### src/rtl/event_count_gen_if.sv
// Bus bundle for event_count_gen: control commands and raw event in,
// registered count / wrap / running out, plus an FSM state debug tap.
//
// Signalling: there is no valid/ready handshake on this bus. Every
// command input (start, stop, clear, load, up_dn, event_in, load_val) is
// a level sampled on each rising clk edge. Every output is registered
// and changes only on a rising clk edge.
interface event_count_gen_if #(
    parameter int WIDTH = 8
);
    logic             start;
    logic             stop;
    logic             clear;
    logic             load;
    logic [WIDTH-1:0] load_val;
    logic             up_dn;
    logic             event_in;
    logic [WIDTH-1:0] count;
    logic             wrap;
    logic             running;
    logic [1:0]       state_dbg;

    // Driver side (testbench or upstream control logic).
    modport master (
        output start, stop, clear, load, load_val, up_dn, event_in,
        input  count, wrap, running, state_dbg
    );

    // Counter side.
    modport slave (
        input  start, stop, clear, load, load_val, up_dn, event_in,
        output count, wrap, running, state_dbg
    );
endinterface

### src/rtl/event_count_gen.sv
// Programmable modulo event counter. Rising edges on event_in are counted
// up or down while the run/pause FSM is in RUN. Clear and parallel load
// take priority over counting; a one-cycle wrap pulse marks each modulo
// wrap so the downstream overflow stage can cross-check itself.
module event_count_gen #(
    parameter int WIDTH   = 8,
    parameter int MAX_VAL = 255
) (
    input  logic                clk,
    input  logic                reset,
    event_count_gen_if.slave    bus
);

    typedef enum logic [1:0] {
        ST_IDLE   = 2'd0,
        ST_RUN    = 2'd1,
        ST_PAUSED = 2'd2
    } state_t;

    // Terminal count at bus width; the counter runs modulo MAX_VAL+1.
    localparam logic [WIDTH-1:0] MAX_C = WIDTH'(MAX_VAL);
    localparam logic [WIDTH-1:0] ONE_C = WIDTH'(1);

    state_t           state_q, state_d;
    logic [WIDTH-1:0] count_q, count_d;
    logic             wrap_q,  wrap_d;
    logic             event_q;
    logic             rise;

    // A level held high yields one rise; event_q follows event_in in
    // every state so resuming RUN never counts an already-high level.
    assign rise = bus.event_in & ~event_q;

    // Event history register, tracked regardless of FSM state.
    always_ff @(posedge clk) begin
        if (reset) begin
            event_q <= 1'b0;
        end else begin
            event_q <= bus.event_in;
        end
    end

    // FSM state register.
    always_ff @(posedge clk) begin
        if (reset) begin
            state_q <= ST_IDLE;
        end else begin
            state_q <= state_d;
        end
    end

    // FSM next state: clear dominates, and stop beats a coincident start.
    always_comb begin
        state_d = state_q;
        if (bus.clear) begin
            state_d = ST_IDLE;
        end else begin
            case (state_q)
                ST_IDLE: begin
                    if (bus.start && !bus.stop) begin
                        state_d = ST_RUN;
                    end
                end
                ST_RUN: begin
                    if (bus.stop) begin
                        state_d = ST_PAUSED;
                    end
                end
                ST_PAUSED: begin
                    if (bus.start && !bus.stop) begin
                        state_d = ST_RUN;
                    end
                end
                default: begin
                    state_d = ST_IDLE;
                end
            endcase
        end
    end

    // Count datapath: clear > load > counted edge; wrap only on a real wrap.
    always_comb begin
        count_d = count_q;
        wrap_d  = 1'b0;
        if (bus.clear) begin
            count_d = '0;
        end else if (bus.load) begin
            // Out-of-range loads saturate at the terminal count.
            count_d = (bus.load_val > MAX_C) ? MAX_C : bus.load_val;
        end else if ((state_q == ST_RUN) && rise) begin
            if (bus.up_dn) begin
                if (count_q == MAX_C) begin
                    count_d = '0;
                    wrap_d  = 1'b1;
                end else begin
                    count_d = count_q + ONE_C;
                end
            end else begin
                if (count_q == '0) begin
                    count_d = MAX_C;
                    wrap_d  = 1'b1;
                end else begin
                    count_d = count_q - ONE_C;
                end
            end
        end
    end

    // Count and wrap registers; reset discards any count without a pulse.
    always_ff @(posedge clk) begin
        if (reset) begin
            count_q <= '0;
            wrap_q  <= 1'b0;
        end else begin
            count_q <= count_d;
            wrap_q  <= wrap_d;
        end
    end

    // Outputs come straight from registers; no input-to-output path.
    assign bus.count     = count_q;
    assign bus.wrap      = wrap_q;
    assign bus.running   = (state_q == ST_RUN);
    assign bus.state_dbg = state_q;

endmodule

### src/flat_wrapper.sv
// flat-port wrapper written by rule: the top's interface ports become plain ports
module event_count_gen_flat 
#(
    parameter int WIDTH   = 8,
    parameter int MAX_VAL = 255
)
  (clk, reset, bus_start, bus_stop, bus_clear, bus_load, bus_load_val, bus_up_dn, bus_event_in, bus_count, bus_wrap, bus_running, bus_state_dbg);
  event_count_gen_if #(.WIDTH(WIDTH)) bus_i ();
  input  logic clk;
  input  logic reset;
  input wire logic [$bits(bus_i.start)-1:0] bus_start;
  input wire logic [$bits(bus_i.stop)-1:0] bus_stop;
  input wire logic [$bits(bus_i.clear)-1:0] bus_clear;
  input wire logic [$bits(bus_i.load)-1:0] bus_load;
  input wire logic [$bits(bus_i.load_val)-1:0] bus_load_val;
  input wire logic [$bits(bus_i.up_dn)-1:0] bus_up_dn;
  input wire logic [$bits(bus_i.event_in)-1:0] bus_event_in;
  output wire logic [$bits(bus_i.count)-1:0] bus_count;
  output wire logic [$bits(bus_i.wrap)-1:0] bus_wrap;
  output wire logic [$bits(bus_i.running)-1:0] bus_running;
  output wire logic [$bits(bus_i.state_dbg)-1:0] bus_state_dbg;
  assign bus_i.start = bus_start;
  assign bus_i.stop = bus_stop;
  assign bus_i.clear = bus_clear;
  assign bus_i.load = bus_load;
  assign bus_i.load_val = bus_load_val;
  assign bus_i.up_dn = bus_up_dn;
  assign bus_i.event_in = bus_event_in;
  assign bus_count = bus_i.count;
  assign bus_wrap = bus_i.wrap;
  assign bus_running = bus_i.running;
  assign bus_state_dbg = bus_i.state_dbg;
  event_count_gen #(.WIDTH(WIDTH), .MAX_VAL(MAX_VAL)) u_core (.clk(clk), .reset(reset), .bus(bus_i));
endmodule
### config.mk
export PLATFORM = sky130hd
export DESIGN_NAME = event_count_gen_flat
export DESIGN_NICKNAME = d
export VERILOG_FILES = /design/src/rtl/event_count_gen_if.sv /design/src/rtl/event_count_gen.sv /design/src/flat_wrapper.sv
export SDC_FILE = /design/constraint.sdc
export NUM_CORES = 1
export LEC_CHECK = 0
export ABC_AREA = 1
export BUFFER_PORTS_ARGS = -buffer_cell sky130_fd_sc_hd__buf_2
export CAP_MARGIN = 20
export CORE_MARGIN = 5
export CORE_UTILIZATION = 40
export CTS_CLUSTER_SIZE = 24
export DETAILED_ROUTE_END_ITERATION = 10
export PLACE_DENSITY_LB_ADDON = 0.2
export RECOVER_POWER = 25
export SYNTH_ARGS = -nofsm -noshare
export SYNTH_HDL_FRONTEND = slang
export SYNTH_SLANG_ARGS = --single-unit
### constraint.sdc
create_clock -name clk -period 1.5 [get_ports clk]
set_clock_uncertainty 0.05 [all_clocks]
set_input_delay 0.15 -clock clk [delete_from_list [all_inputs] [get_ports clk]]
set_output_delay 0.15 -clock clk [all_outputs]
set_load 0.005 [all_outputs]
* Word-level counts from Yosys, hierarchy flattened
Index checks and enable logic that the tools add are counted.
** Word-level totals
- Flip-flop bits (word level) :: 12
- Bits of input ports :: 16
- Output and inout port bits :: 12
- Logic and storage cells :: 37
** Operators by class
- Add/sub/neg operators :: 2
- Magnitude comparators :: 1
- Equal/unequal tests :: 5
- Muxes and demuxes :: 12
- Bitwise logic cells :: 3
- Reductions and logical operators :: 10
** Operators by type and width (count)
- $mux W8 :: 6
- $add A8 B1 Y8 const B :: 1
- $eq A8 B8 Y1 const B :: 1
- $gt A8 B8 Y1 const B :: 1
- $logic_not A8 Y1 :: 1
- $sub A8 B1 Y8 const B :: 1
- $mux W2 :: 2
- $pmux W2 S2 :: 1
- $reduce_or A2 Y1 :: 2
- $reduce_or A4 Y1 :: 1
- $mux W1 :: 3
- $eq A2 B1 Y1 const B :: 1
- $eq A2 B2 Y1 const B :: 1
- $logic_and A1 B1 Y1 :: 2
- $logic_not A2 Y1 :: 1
- $ne A2 B1 Y1 const B :: 1
- $ne A2 B2 Y1 const B :: 1
- $not A1 Y1 :: 2
- $reduce_and A2 Y1 :: 1
- $reduce_bool A2 Y1 :: 1
- $and A1 B1 Y1 :: 1
- $logic_not A1 Y1 :: 1

* Longest topological paths before layout
Gate-level depths: netlist of run 1.
- Word-level depth :: 5
- Mapped depth :: 10
- Gate-level depth less buffers :: 10

* Least setup slack after synthesis of run 1
No wires, ideal clock.
- Kind :: register to register
- Start :: reg u_core.count_q[0], in the netlist u_core.bus.count[0]
- End :: reg u_core.count_q[6], in the netlist u_core.bus.count[6]
- Setup time :: 122 ps
- Arrival time :: 1307 ps
- Data required time :: 1328 ps
- Setup slack :: 22 ps
- Stages on the path, launching flop included :: 11
- Path buffers :: 0
- Clock period less this slack :: 1478 ps
- Cell sequence :: dfxtp_1 -> inv_1 -> ha_1 -> inv_1 -> nor3_1 -> nand2_2 -> nor2_4 -> nor2_2 -> nand3_1 -> nand2_1 -> a21oi_2
** Between the ends
- Word-level cells in the longest chain between the ends :: 5
- Elaborated cells on any way between the ends :: 9
- Those cells by class :: 2 x add/sub; 1 x eq/ne; 5 x mux; 1 x reduce/logical
** Ends and longest elaborated chain
- start: declaration :: RTL line event_count_gen.sv:25 : logic [WIDTH-1:0] count_q, count_d;
- start signal: assignment :: RTL line event_count_gen.sv:115 : count_q <= count_d;
- $sub A8 B1 Y8, or another cell as far along :: RTL line event_count_gen.sv:103 : count_d = count_q - ONE_C;
- $mux W8, on equally long branches :: RTL line event_count_gen.sv:99, event_count_gen.sv:92
- $mux W8 * :: RTL line event_count_gen.sv:91 : if (bus.up_dn) begin
- $mux W8 * :: RTL line event_count_gen.sv:90 : end else if ((state_q == ST_RUN) && rise) begin
- $mux W8 * :: RTL line event_count_gen.sv:87 : end else if (bus.load) begin
Every way passes the cells marked *; elsewhere a longest branch is shown, timed or not. The select of a mux whose other input is x is not followed.
A chain may end at the register's enable or synchronous reset.

* Worst setup path after layout of run 1
Same ends and word-level chain as after synthesis.

==> results.toml, run 1 <==
[synth]
synth_top_area_share_pct = 23.39
syn-cell-area_sq_um = 1027
synth_fp_nets = 180
ys_top_cells_by_count = "nand2_1 (38), inv_1 (21), nand3_1 (19)"
synth_seq_cells = 12
syn_area_per_cell_sq_um = 6.380
synth_async_sr_flop_share_pct = 0
synth_cell_types = 26
yosys.area.top_type = "dfxtp_1"
yosys-top-cells-area = "dfxtp_1 (23%), nand2_1 (14%), nand3_1 (9.3%)"
syn_inst = 161
ys_dominant_reg_cell = "dfxtp_1"
ys_seq_area_share_pct = 23.39
synth.most_common_cell = "nand2_1"
ys_warn_count = 0
synth_edf_count = 0

[placed_design]
dpl.hpwl_mm = 2.247
placedCellCount = 226
place_ws_ns = 0.001013
gp_congestion = 0.9087
io_buffers = 27

[setup_path]
critPathLaunchType = "flop"
reg2reg_from = "u_core.bus.count[0]$_SDFFE_PP0P_"
critPathKind = "reg -> reg"
critPathRequiredTime_ns = 1.67
r2r-end = "u_core.bus.count[6]$_SDFFE_PP0P_"
end_kind = "flop"
ff2ff_setup_slack_ns = 0.02
r2r_cells = 10
cp_max_fo = 4
worst-endpoint-arrival_ns = 1.65

[die]
core-area_sq_um = 2477
die_w_um = 60.68
boundaryPins = 28
fp-row-count = 18
die_area_sq_um = 3681
die_y_um = 60.68
start_util_pct = 41.46

[final_layout]
diodes = 0
fin_nets = 225
final_cells = 235
drive_above_1_share_pct = 40.98
seqCellArea_sq_um = 251.5
area_growth_pct = 36.54
finalCoreUtilization_pct = 56.62
multiInputGateArea_sq_um = 716.9
nFillCells = 260

[cts]
htreeDepth = 1
clk_pin_slew_ns = 0.07
cts_tree = "yes"
clockRootBuffer = "clkbuf_4"
cts_buffers = 3
clockBufferDepth = 2
numClockSinks = 12
clk_latency_ns = 0.28

[global_routing]
antenna_found_initial = 0
grt_max_degree = 10
overflow = 0
grt_pass1_vias = 1120
grt_pass1_wl_mm = 4.726
grt_usage_pct = 16.82

[detailed_routing]
ant_nets = 0
avgViaCountPerCell = 4.974
drt_iter0_drc = 15
num_vias = 1169
dr.pass1.iters = 4
wl_per_cell_um = 11.98
drc = 0
wl_mm = 2.816

[pwr]
total_power_mw = 0.8859
power.density_nw_per_um2 = 631.6
ir_worst_vdd_v = 0.0006893
clkPwrFrac_pct = 29.2
cellInternalPower_mw = 0.6008
swShare_pct = 32.18
share_comb_of_total_power_pct = 31.7
leakagePower_nw = 0.6853
p_seq_share_pct = 39.1
p_sw_mw = 0.2851

[timing]
rsz0062_at_grt = "yes"
fmax_ghz = 0.6764
holdWs_ns = 0.03029
worst_slew_pin_slew_ns = 0.3291
period_needed_ns = 1.478
setup_slack_ns = 0.02155
slew_headroom_pct = 77.89
hold_viol_final = 0
finalSetupViolCount = 0
slew_viol_final = 0
fin_crit_sh_pct = 98.56

[hold_path]
holdPathStages = 2
worstHoldStart = "bus_start"
hp-class = "in -> reg"
min_to = "u_core.bus.state_dbg[1]$_SDFFE_PP0P_"

[run]
maxCapViolations = 0

[status]
status = "finished, final reports clean"
[timing repair]
action | 4_1_cts | 5_1_grt
buffers inserted | 0 | 4
hold buffers | 1 | 0
resized for setup | 3 | 25
endpoints found under the setup margin | 3 | 7
pin swaps | 1 | 9
hold endpoints to repair | 1 | 0
[cells in the final DEF, fill, tap and decap left out, drive strengths merged]
cell	synthesis	final
a21oi	12	12
a221oi	1	1
a31oi	1	1
buf	5	41
clkbuf	0	7
dfxtp	12	12
dlygate4sd3	0	1
ha	3	3
inv	23	23
nand2	43	43
nand3	20	20
nand4	3	3
nor2	19	19
nor3	3	3
nor4	1	1
o21ai	9	9
o221ai	1	1
or2	2	2
xor2	3	3
[registers in the layout, indices dropped and copies added (netlist names)]
| signal | flops |
|---|---|
| u_core.bus.state_dbg | 2 |
| u_core.bus.count | 8 |
| u_core.bus.wrap | 1 |
| u_core.event_q | 1 |
[worst max-delay path by stage]
stage                                     start                          endpoint  slack (ns)  depth (start not counted)
6_report       u_core.bus.count[0]$_SDFFE_PP0P_  u_core.bus.count[6]$_SDFFE_PP0P_        0.02                         10
5_1_grt        u_core.bus.count[1]$_SDFFE_PP0P_  u_core.bus.count[0]$_SDFFE_PP0P_       -0.08                         10
4_1_cts        u_core.bus.count[0]$_SDFFE_PP0P_  u_core.bus.count[6]$_SDFFE_PP0P_        0.03                          9
3_5_place_dp   u_core.bus.count[0]$_SDFFE_PP0P_  u_core.bus.count[6]$_SDFFE_PP0P_       0.001                         10
3_3_place_gp   u_core.bus.count[1]$_SDFFE_PP0P_  u_core.bus.count[4]$_SDFFE_PP0P_        0.03                         10
2_1_floorplan  u_core.bus.count[0]$_SDFFE_PP0P_  u_core.bus.count[6]$_SDFFE_PP0P_        0.02                         10
[metrics by stage]
step / area, sq um / setup TNS, ns
finish: 1403 / 0
global route: 1403 / -0.2697
detailed placement: 1249 / 0
CTS: 1301 / 0
global placement: 1249 / 0
floorplan: 1027 / 0
[kinds of logic (layout without fill, tap and decap cells)]
family	after synthesis	count (layout)	synth area share, %
adder cells (fa/ha/maj)	3	3	3.654
AND/OR/NAND/NOR	91	91	43.61
AO/OA/AOI/OAI	24	24	13.64
buffers and inverters	28	72	13.15
XOR/XNOR	3	3	2.558
flip-flops	12	12	23.39
[power by group through the flow]
stage               Sequential [mW]  Clock (mW)  Combinational, mW
floorplan                     0.352           0              0.165
global placement              0.353           0              0.241
detailed placement            0.353           0              0.244
global route                  0.348       0.286              0.318
finish                        0.346       0.259              0.281
CTS                           0.346       0.270              0.249
[layer usage]
layer  global-route usage (%)  share of wire, %
met1                    20.72                44
met2                    28.70                50
met4                    6.192              0.89
met5                        0                 0
met3                    3.617               4.9
[final cells by class]
class                           instances  share of cell area (%)
Clock buffer                            4                   2.587
Inverter                               23                   6.512
Multi-Input combinational cell        121                   51.11
Sequential cell                        12                   17.93
Tap cell                               30                   2.676
Timing Repair Buffer                   45                   19.18
[critical path, cell delays in order, from the launching register on]
cell and delay, ns:
dfxtp_4 0.36, inv_4 0.07, ha_4 0.13, inv_2 0.04, nor3_4 0.17, nand2_2 0.12
nor2_4 0.15, nor2_4 0.06, nand3_1 0.09, nand2_1 0.07, a21oi_2 0.10
(Power assumes the default switching activity.)
==> run 2: changes to the inputs <==
Settings changed: MAX_ROUTING_LAYER set to met4.
==> results.toml, run 2 (synthesized netlist as in run 1, its figures left out) <==
[setup_path]
cp_max_fo = 4
critPathLaunchType = "flop"
end_kind = "flop"
critPathKind = "reg -> reg"
critPathRequiredTime_ns = 1.67
worst-endpoint-arrival_ns = 1.63

[final_layout]
finalCoreUtilization_pct = 54.80
nFillCells = 272
seqCellArea_sq_um = 250.2
drive_above_1_share_pct = 39.11
final_common_cell = "nand2_1"
diodes = 0
fin_nets = 222
area_growth_pct = 32.16
multiInputGateArea_sq_um = 696.9
mostFrequentLayoutCells = "nand2_1 (36), buf_2 (25), inv_1 (19)"
largest_reg_flops = 8
final_area_sq_um = 1358

[die]
start_util_pct = 41.46
core-area_sq_um = 2477
fp-row-count = 18
die_area_sq_um = 3681
boundaryPins = 28
die_y_um = 60.68
die_w_um = 60.68

[timing]
finalSetupViolCount = 0
rsz0062_at_grt = "yes"
holdWs_ns = 0.02734
period_needed_ns = 1.461
fmax_ghz = 0.6846
slew_viol_final = 0
worst_slew_pin_slew_ns = 0.2362
slew_headroom_pct = 84.23
hold_viol_final = 0
fin_crit_sh_pct = 97.38

[placed_design]
io_buffers = 27
place_area_sq_um = 1249
dpl.hpwl_mm = 2.268
gp_congestion = 0.9161

[cts]
cts_buffers = 3
cts_tree = "yes"
clockBufferDepth = 2
clk_latency_ns = 0.28
clockRootBuffer = "clkbuf_4"
clk_pin_slew_ns = 0.08
numClockSinks = 12
htreeDepth = 1

[run]
maxCapViolations = 0

[global_routing]
grt_pass1_wl_mm = 4.705
antenna_found_initial = 0
grt_pass1_vias = 1050
grt_usage_pct = 17.50
overflow = 0
grt_max_degree = 10

[pwr]
power.density_nw_per_um2 = 644.8
leakagePower_nw = 0.6733
total_power_mw = 0.8754
ir_worst_vdd_v = 0.0005942

[detailed_routing]
avgViaCountPerCell = 4.944
drc = 0
ant_nets = 0
wl_per_cell_um = 12.03
drt_iter0_drc = 44
num_vias = 1147
wl_mm = 2.790
dr.pass1.iters = 4

[status]
status = "finished, final reports clean"

[hold_path]
hp-class = "in -> reg"
-- run 2: path summary, 6_finish.rpt --
path | start | to | slack, ns | depth (start not counted)
setup / recovery | u_core.bus.count[1]$_SDFFE_PP0P_ | u_core.bus.count[6]$_SDFFE_PP0P_ | 0.04 | 10
setup reg to reg | u_core.bus.count[1]$_SDFFE_PP0P_ | u_core.bus.count[6]$_SDFFE_PP0P_ | 0.04 | 10
hold / removal | bus_start | u_core.bus.state_dbg[1]$_SDFFE_PP0P_ | 0.03 | 2
hold reg to reg | u_core.bus.count[1]$_SDFFE_PP0P_ | u_core.bus.count[1]$_SDFFE_PP0P_ | 0.46 | 2
-- run 2: area by class of cell --
cell class / instances / area share (%)
clock buffer: 4 / 2.673
inverter: 23 / 6.544
multi-input combinational: 121 / 51.34
sequential: 12 / 18.43
tap: 30 / 2.765
timing repair buffer: 42 / 18.25
-- run 2: layer usage --
layer | vias to the layer above | GRT usage (%) | share of wire [%]
li1 | 604 | - | -
met1 | 514 | 22.56 | 46
met2 | 25 | 28.09 | 48
met3 | 4 | 2.553 | 4.6
met4 | 0 | 5.573 | 1.5
met5 | - | - | 0
-- run 2: stage by stage --
step	setup TNS, ns	cells	setup WS [ns]
2_1_floorplan	0	161	0.02158
3_3_place_gp	0	226	0.02645
3_5_place_dp	-0.04118	226	-0.02280
4_1_cts	0	231	0.001267
5_1_grt	-0.2678	232	-0.08057
6_report	0	232	0.03924
-- run 2: where the power goes --
part           leakage, nW  internal (mW)  switching (mW)
combinational        0.551          0.112           0.151
sequential           0.101          0.331          0.0163
clock               0.0210          0.148           0.118
total                0.673          0.591           0.285
-- run 2: worst max-delay path, stage by stage (launching register included) --
cell and delay [ns]:
dfxtp_2 0.36, inv_2 0.09, ha_4 0.12, inv_1 0.04
nor3_2 0.13, nand2_2 0.13, nor2_4 0.15, nor2_2 0.06
nand3_1 0.09, nand2_1 0.06, a21oi_2 0.11
-- run 2: repair_timing --
action,4_1_cts,5_1_grt
cloned,0,0
pin swaps,1,6
buffers inserted,0,1
endpoints found under the hold margin,1,0
hold buffers,1,0
endpoints found under the setup margin,3,8
resized for setup,2,19
